<file path="src/rtl/pacote_processador.sv">
// Definitions shared by the instruction-fetch sequencer and its PC datapath.
// The opcode values must stay in step with SinalDeControle.
package pacote_processador;

    typedef enum logic [2:0] {
        FETCH      = 3'd0,
        DECODE     = 3'd1,
        EXEC       = 3'd2,
        ESPERA_MEM = 3'd3,
        PARADO     = 3'd4
    } estado_t;

    typedef enum logic [1:0] {
        PC_HOLD = 2'd0,
        PC_INC  = 2'd1,
        PC_LOAD = 2'd2,
        PC_REL  = 2'd3
    } pc_sel_t;

    localparam int OP_MSB  = 15;
    localparam int OP_LSB  = 12;
    localparam int RS_MSB  = 11;
    localparam int RS_LSB  = 8;
    localparam int RT_MSB  = 7;
    localparam int RT_LSB  = 4;
    localparam int IMM_MSB = 3;
    localparam int IMM_LSB = 0;

    localparam logic [3:0] OP_ADD  = 4'h0;
    localparam logic [3:0] OP_ADDI = 4'h1;
    localparam logic [3:0] OP_LW   = 4'h2;
    localparam logic [3:0] OP_SW   = 4'h3;
    localparam logic [3:0] OP_BEQ  = 4'h4;
    localparam logic [3:0] OP_J    = 4'h5;
    localparam logic [3:0] OP_HALT = 4'hF;

endpackage

</file>
<file path="src/rtl/contador_programa.sv">
// Program counter: hold, increment, absolute load or PC-relative branch.
// All arithmetic wraps modulo 2^PC_WIDTH.
module contador_programa
    import pacote_processador::*;
#(
    parameter int                  PC_WIDTH = 8,
    parameter logic [PC_WIDTH-1:0] RESET_PC = '0
) (
    input  logic                clock,
    input  logic                reset,
    input  pc_sel_t             sel,
    input  logic [PC_WIDTH-1:0] alvo,
    input  logic [3:0]          desloc,
    output logic [PC_WIDTH-1:0] pc
);

    localparam logic [PC_WIDTH-1:0] UM = PC_WIDTH'(1);

    logic [PC_WIDTH-1:0] desloc_ext;

    assign desloc_ext = PC_WIDTH'($signed(desloc));

    always_ff @(posedge clock) begin
        if (!reset) begin
            pc <= RESET_PC;
        end else begin
            case (sel)
                PC_HOLD: pc <= pc;
                PC_INC:  pc <= pc + UM;
                PC_LOAD: pc <= alvo;
                PC_REL:  pc <= pc + UM + desloc_ext;
            endcase
        end
    end

endmodule

</file>
<file path="src/rtl/busca_instrucao.sv">
// Instruction fetch/sequencer: fetches over req/ack, holds IR, drives the
// control decoder and steps PC through FETCH/DECODE/EXEC until Halt.
//
// state      | meaning
// FETCH      | imem_req high, waiting for imem_ack to load IR
// DECODE     | one cycle so the clocked decoder can register its outputs
// EXEC       | decoder outputs sampled, PC updated, instr_valid high
// ESPERA_MEM | waiting for dmem_done after a load/store
// PARADO     | halted; only reset leaves this state
module busca_instrucao
    import pacote_processador::*;
#(
    parameter int                  PC_WIDTH    = 8,
    parameter int                  INSTR_WIDTH = 16,
    parameter logic [PC_WIDTH-1:0] RESET_PC    = '0
) (
    input  logic                   clock,
    input  logic                   reset,
    output logic                   imem_req,
    output logic [PC_WIDTH-1:0]    imem_addr,
    input  logic                   imem_ack,
    input  logic [INSTR_WIDTH-1:0] imem_data,
    output logic [3:0]             OpCode,
    output logic [3:0]             campo_rs,
    output logic [3:0]             campo_rt,
    output logic [3:0]             campo_imm,
    input  logic                   Halt,
    input  logic                   Salto,
    input  logic                   Beq,
    input  logic                   LerMem,
    input  logic                   EscMem,
    input  logic                   zero,
    input  logic                   dmem_done,
    output logic [PC_WIDTH-1:0]    pc,
    output logic                   instr_valid,
    output logic                   halted
);

    estado_t                estado;
    logic [INSTR_WIDTH-1:0] ir;
    pc_sel_t                pc_sel;

    assign OpCode    = ir[OP_MSB:OP_LSB];
    assign campo_rs  = ir[RS_MSB:RS_LSB];
    assign campo_rt  = ir[RT_MSB:RT_LSB];
    assign campo_imm = ir[IMM_MSB:IMM_LSB];
    assign imem_addr = pc;

    always_comb begin
        pc_sel = PC_HOLD;
        if (estado == EXEC && !Halt) begin
            if (Salto)
                pc_sel = PC_LOAD;
            else if (Beq && zero)
                pc_sel = PC_REL;
            else
                pc_sel = PC_INC;
        end
    end

    contador_programa #(
        .PC_WIDTH (PC_WIDTH),
        .RESET_PC (RESET_PC)
    ) u_contador_programa (
        .clock  (clock),
        .reset  (reset),
        .sel    (pc_sel),
        .alvo   (PC_WIDTH'(ir[RT_MSB:IMM_LSB])),
        .desloc (ir[IMM_MSB:IMM_LSB]),
        .pc     (pc)
    );

    // imem_req is registered, so every transition into FETCH raises it directly;
    // an ack is only accepted while the request is actually on the bus.
    always_ff @(posedge clock) begin
        if (!reset) begin
            estado      <= FETCH;
            ir          <= '0;
            imem_req    <= 1'b0;
            instr_valid <= 1'b0;
            halted      <= 1'b0;
        end else begin
            instr_valid <= 1'b0;
            case (estado)
                FETCH: begin
                    if (imem_req && imem_ack) begin
                        ir       <= imem_data;
                        imem_req <= 1'b0;
                        estado   <= DECODE;
                    end else begin
                        imem_req <= 1'b1;
                    end
                end
                DECODE: begin
                    instr_valid <= 1'b1;
                    estado      <= EXEC;
                end
                EXEC: begin
                    if (Halt) begin
                        halted <= 1'b1;
                        estado <= PARADO;
                    end else if (LerMem || EscMem) begin
                        estado <= ESPERA_MEM;
                    end else begin
                        imem_req <= 1'b1;
                        estado   <= FETCH;
                    end
                end
                ESPERA_MEM: begin
                    if (dmem_done) begin
                        imem_req <= 1'b1;
                        estado   <= FETCH;
                    end
                end
                PARADO: begin
                    imem_req <= 1'b0;
                    halted   <= 1'b1;
                end
                default: begin
                    imem_req <= 1'b0;
                    estado   <= FETCH;
                end
            endcase
        end
    end

endmodule

</file>
<file path="config.mk">
export PLATFORM = sky130hd
export DESIGN_NAME = busca_instrucao
export DESIGN_NICKNAME = d
export VERILOG_FILES = /design/src/rtl/pacote_processador.sv /design/src/rtl/contador_programa.sv /design/src/rtl/busca_instrucao.sv
export SDC_FILE = /design/constraint.sdc
export NUM_CORES = 1
export LEC_CHECK = 0
export CELL_PAD_IN_SITES_DETAIL_PLACEMENT = 0
export CELL_PAD_IN_SITES_GLOBAL_PLACEMENT = 2
export CORE_MARGIN = 1.5
export CORE_UTILIZATION = 28
export CTS_BUF_LIST = sky130_fd_sc_hd__clkbuf_16
export DETAILED_ROUTE_END_ITERATION = 8
export PLACE_DENSITY_LB_ADDON = 0.1
export SYNTH_ARGS = -nofsm -noshare
export SYNTH_HDL_FRONTEND = slang
export SYNTH_HIERARCHICAL = 1
export SYNTH_SLANG_ARGS = --single-unit
</file>
<file path="constraint.sdc">
create_clock -name clock -period 7.1 [get_ports clock]
set_clock_uncertainty 0.2 [all_clocks]
set_input_delay 1.42 -clock clock [delete_from_list [all_inputs] [get_ports clock]]
set_output_delay 1.42 -clock clock [all_outputs]
set_load 0.01 [all_outputs]
</file>
==> impl_metrics.tcl, run 1 <==
set metrics [dict create \
    dieArea_um2 7080 \
    synth_common_cells "nand2_1, dfxtp_1, o21ai_0, a21boi_1" \
    yosys_warnings 6 \
    period_minus_slack_ps 3190 \
    first_global_vias 1644 \
    cts.htree.levels 2 \
    drt_iter0_markers 64 \
    critPathCaptureType "flop" \
    cts_inserted_buffers 5 \
    wl_mm 4.50 \
    ys_seq_area_share_pct 32.6 \
    crit_cells 6 \
    rsz0062_at_grt "false" \
    core_area_um2 6350 \
    cp.arrival_ps 3150 \
    die_w_um 84.2 \
    yosys.area.top_type "dfxtp_1" \
    yosys-top-cells-area "dfxtp_1, nand2_1, ha_1" \
    syn_avg_cell_area_um2 8.42 \
    cp-start-kind "primary input" \
    clock.fmax_mhz 314 \
    cp_num_buf_inv 2 \
    synthArstFlopShare_pct 0 \
    grt.total_usage_pct 13.5 \
    crit_family "buffers and inverters" \
    synth_nets 254 \
    clock_sinks 30 \
    path_cells "clkdlybuf4s50_1 -> nand3b_1 -> nor2_1 -> buf_4 -> mux4_2 -> and2_1" \
    cts_resized 0 \
    cts_tree "yes" \
    grt-ovfl-total 0 \
    io_buffers 60 \
    grt_pass1_wl_mm 7.72 \
    finalSetupViolCount 0 \
    crit_path_start "Halt" \
    ios 61 \
    syn_inst 219 \
    hpwlAfterDp_mm 3.27 \
    hold_path_depth 2 \
    viasPerCell 4.79 \
    post_dp_cell_area_um2 2430 \
    die_h_um 84.2 \
    met2_length_mm 2.03 \
    worst_hold_slack_ps 254 \
    hold_start "ir[13]" \
    holdCritPathClass "reg2reg" \
    drc 0 \
    ctsRootBufferMaster "clkbuf_16" \
    wire_per_inst_um 13.0 \
    final-instance-count-excl-fill 346 \
    cts_buffer_depth 2 \
    diodes 0 \
    placed_cells 338 \
    synth_seq_cells 30 \
    fin_nets 303 \
    initial_utilization_pct 29.0 \
    criticalPathCategory "in2reg" \
    synth_flop_cell "dfxtp_1" \
    final_area_um2 2570 \
    drv_slew 0 \
    clk_pin_slew_ps 50 \
    vias 1658 \
    row_count 29 \
    power_density_nw_per_um2 185 \
    hold_viol 0 \
    clk_latency_ps 270 \
    slew_headroom_pct 34.1 \
    layout-drive-gt1-share_pct 5.20 \
    max_stage_delay_ps 500 \
    gp_congestion 0.718 \
    peakVddDrop_uv 88.5 \
    routed.top_layer "met4" \
    setup_tns_ps 0 \
    met3_length_um 287 \
    synth_edf_count 0 \
    power.leakage_uw 0.00100 \
    worst_pin_slew_ps 985 \
    ctsHoldBuffers 0 \
    grt_max_degree 32 \
    cp_max_fo 19 \
    met1_length_mm 2.14 \
    antenna_left 0 \
    crit_slowest_cell "mux4_2" \
    maxCapViolations 0 \
    period_share_pct 44.9 \
    status "finished, final reports clean" \
    drtPass1Iterations 4 \
    required_ps 7060 \
    r2r-start "u_contador_programa/pc[0]" \
    yosysTopAreaCellShare_pct 32.6 \
    syn_area_um2 1840 \
    final_util_pct 40.6 \
    postCtsSetupBuffers 0 \
    yosysMostFrequentCell "nand2_1" \
    fillCellCount 642 \
    ys_types 45 \
    antenna_found_initial 0 \
    syn_to_final_growth_pct 39.6 \
    ff2ff_path_depth 9 \
]
==> layer usage <==
layer  global-route usage, %  up-vias
met2                    21.2       42
met4                    3.73        0
met5                       0        -
met1                    17.5      747
li1                        -      864
met3                    5.01        5
==> cells in the final DEF (no fill, tap or decap), drive strengths merged, types with 4 or more instances in the layout <==
cell	Yosys	routed
a21boi	17	17
a21o	4	4
a21oi	9	9
clkbuf	6	5
clkdlybuf4s50	0	60
dfxtp	30	30
ha	8	8
inv	5	5
nand2	40	40
nand3	5	5
nand3b	4	4
nor2	7	7
o21a	4	4
o21ai	13	13
xnor2	5	5
xor2	9	9
==> layout make-up <==
class	instances	area (um2)	area share, %
multi-input combinational	164	1100	42.8
timing repair buffer	62	616	23.9
sequential	30	601	23.3
clock buffer	5	125	4.86
tap	77	96.3	3.74
inverter	5	18.8	0.729
clock inverter	3	16.3	0.632
==> flip-flops by register name, indices dropped and copies added (netlist names) <==
name,cells
u_contador_programa/pc,8
halted,1
instr_valid,1
imem_req,1
estado,3
ir,16
==> where the power goes <==
part,leakage (uW),internal [uW],switching [uW]
logic,0.000694,45.5,36.1
registers,0.000244,178,10.9
clock network,0.0000672,128,76.5
total,0.00100,352,124
==> cell families after synthesis <==
family	count (synthesis)	share of synthesized area (%)
flops	30	32.6
compound gates	63	23.8
mux	4	2.85
fa+ha+maj	9	6.51
xor+xnor	14	6.65
buf+inv	25	7.67
simple gates	74	19.9
==> final timing paths <==
check,endpoint,slack (ps)
worst max-delay path,u_contador_programa/pc[1],3910
worst min-delay path,ir[13],250
worst max register to register,u_contador_programa/pc[7],4390
worst min register to register,ir[13],250
==> worst min-delay path, delay by kind of cell, from the launching register on <==
family | cells | cell delay, ps
flops | 1 | 310
simple gates | 1 | 50
compound gates | 1 | 50
==> stage by stage <==
stage | power [uW] | worst slack [ps]
CTS | 485 | 3900
global placement | 277 | 3640
finish | 475 | 3910
global route | 501 | 3740
floorplan | 235 | 4160
detailed placement | 276 | 3600
Note: power is estimated with default switching activity, not from simulation.
==> run 2, diff against run 1 <==
- CORE_UTILIZATION: 28 -> 26
- clock period: 7.1 -> 3 ns (I/O delays scaled with it)
==> impl_metrics.tcl, run 2 (synthesis results as in run 1) <==
set metrics [dict create \
    worst_pin_slew_ps 579 \
    cts_inserted_buffers 5 \
    p_int_uw 835 \
    cp.arrival_ps 2670 \
    required_ps 3020 \
    path_cells "ha_1 -> and3_1 -> xor2_1 -> ha_1 -> o211ai_1 -> o211ai_1 -> a211o_1 -> a211o_1 -> nand3_2" \
    drtPass1Iterations 4 \
    worst_slack_ps 342 \
    r2r_slack_ps 340 \
    ctsHoldBuffers 0 \
    largestRegisters "ir x16, u_contador_programa/pc x8, estado x3" \
    ctsRootBufferMaster "clkbuf_16" \
    grt.met1_usage_pct 18.9 \
    period_share_pct 88.6 \
    syn_to_final_growth_pct 43.6 \
    first_global_vias 1664 \
    grt_max_degree 21 \
    hpwlAfterDp_mm 3.73 \
    p_clk_share_pct 42.0 \
    multi_input_area_um2 1100 \
    antenna_found_initial 0 \
    dp_slack_ps 330 \
    holdCritPathClass "reg2reg" \
    vias 1710 \
    p_sw_share_pct 25.7 \
    drc 0 \
    grtUsageMet3_pct 4.74 \
    drv_slew 0 \
    diodes 0 \
    r2r-start "u_contador_programa/pc[0]" \
    top_register "ir" \
    core_area_um2 6830 \
    hold_viol 0 \
    max_stage_delay_ps 420 \
    mostFrequentLayoutCells "clkdlybuf4s50_1, nand2_1, dfxtp_1" \
    critPathCaptureType "flop" \
    viasPerCell 4.60 \
    mostFrequentLayoutCell "clkdlybuf4s50_1" \
    crit_slowest_cell "dfxtp_1" \
    cts_resized 0 \
    cp_max_fo 6 \
    clock.fmax_mhz 376 \
    grt-ovfl-total 0 \
    crit_family "compound AO/OA/AOI/OAI gates" \
    cts_tree "yes" \
    placed_cells 364 \
    grt.total_usage_pct 14.2 \
    die_h_um 87.2 \
    min_to "ir[12]" \
    postCtsSetupBuffers 0 \
    p_sw_uw 288 \
    final-instance-count-excl-fill 372 \
    criticalPathCategory "reg2reg" \
    busiest_layer "met2" \
    slew_headroom_pct 61.4 \
    reg2reg_to "u_contador_programa/pc[7]" \
    power_density_nw_per_um2 424 \
    cts.htree.levels 2 \
    hold_path_depth 2 \
    clk_pin_slew_ps 50 \
    p_comb_share_pct 18.3 \
    wl_mm 4.98 \
    cts_buffer_depth 2 \
    die_w_um 87.2 \
    drt_iter0_markers 55 \
    peakVddDrop_uv 235 \
    fillCellCount 729 \
    cp_num_buf_inv 0 \
    fin_nets 310 \
    layout-drive-gt1-share_pct 7.25 \
    finalSetupViolCount 0 \
    grt_util_met2_pct 21.6 \
    cp-start-kind "flop" \
    gp_congestion 0.729 \
    grt_pass1_wl_mm 8.30 \
    p_seq_share_pct 39.7 \
    ios 61 \
    io_buffers 60 \
    power.leakage_uw 0.00105 \
    initial_utilization_pct 27.0 \
    ff2ff_path_depth 9 \
    hold_start "ir[12]" \
    antenna_left 0 \
    wire_per_inst_um 13.4 \
    dieArea_um2 7610 \
    setup_tns_ps 0 \
    period_minus_slack_ps 2660 \
    clk_latency_ps 270 \
    largest_reg_flops 16 \
    row_count 30 \
    clock_sinks 30 \
    maxCapViolations 0 \
    status "finished, final reports clean" \
    regArea_um2 601 \
    rsz0062_at_grt "false" \
]
-- run 2: changes by cell type in the layout (fill, tap and decap cells not counted) --
cell | before | now
inv_1 | 5 | 6
buf_4 | 2 | 9
clkinvlp_4 | 1 | 0
-- run 2: power by group through the flow --
stage	Clock (uW)	Combinational, uW	Sequential [uW]
after floorplan	0	95.7	460
after global placement	0	209	455
after detailed placement	0	208	455
after CTS	489	210	447
after global routing	507	229	451
final	472	206	446
-- run 2: area by class of cell --
cell class / instances / share of cell area (%)
Multi-Input combinational cell: 164 / 41.6
Timing Repair Buffer: 69 / 25.2
Sequential cell: 30 / 22.7
Clock buffer: 5 / 4.73
Tap cell: 96 / 4.54
Inverter: 5 / 0.709
Clock inverter: 3 / 0.473
-- run 2: worst reg2reg max path: stages (launching register included) --
cell and delay [ps]:
dfxtp_1 420, ha_1 270, and3_1 270, xor2_1 170, ha_1 300, o211ai_1 140
o211ai_1 160, a211o_1 300, a211o_1 300, nand3_2 70
-- run 2: layer usage --
layer,part of all wire (%),wire length [um]
met1,50,2480
met2,44,2170
met3,5.3,266
met4,1.3,66
met5,0,0
-- run 2: per-stage QoR --
stage               hold WS, ps  power, uW  util (%)  area (um2)
finish                      258       1120      38.8        2650
global route                287       1190      38.8        2650
CTS                         263       1150      38.8        2650
detailed placement          252        663      36.7        2510
global placement            242        664      36.7        2510
floorplan                   279        556         -        1840
-- run 2: worst max path at each step --
stage | from | end | slack (ps) | depth (start not counted)
after floorplan | u_contador_programa/pc[0] | u_contador_programa/pc[7] | 500 | 9
after global placement | u_contador_programa/pc[0] | u_contador_programa/pc[7] | 360 | 9
after detailed placement | u_contador_programa/pc[0] | u_contador_programa/pc[7] | 330 | 9
after CTS | u_contador_programa/pc[0] | u_contador_programa/pc[7] | 320 | 9
after global routing | u_contador_programa/pc[0] | u_contador_programa/pc[6] | 110 | 10
final | u_contador_programa/pc[0] | u_contador_programa/pc[7] | 340 | 9
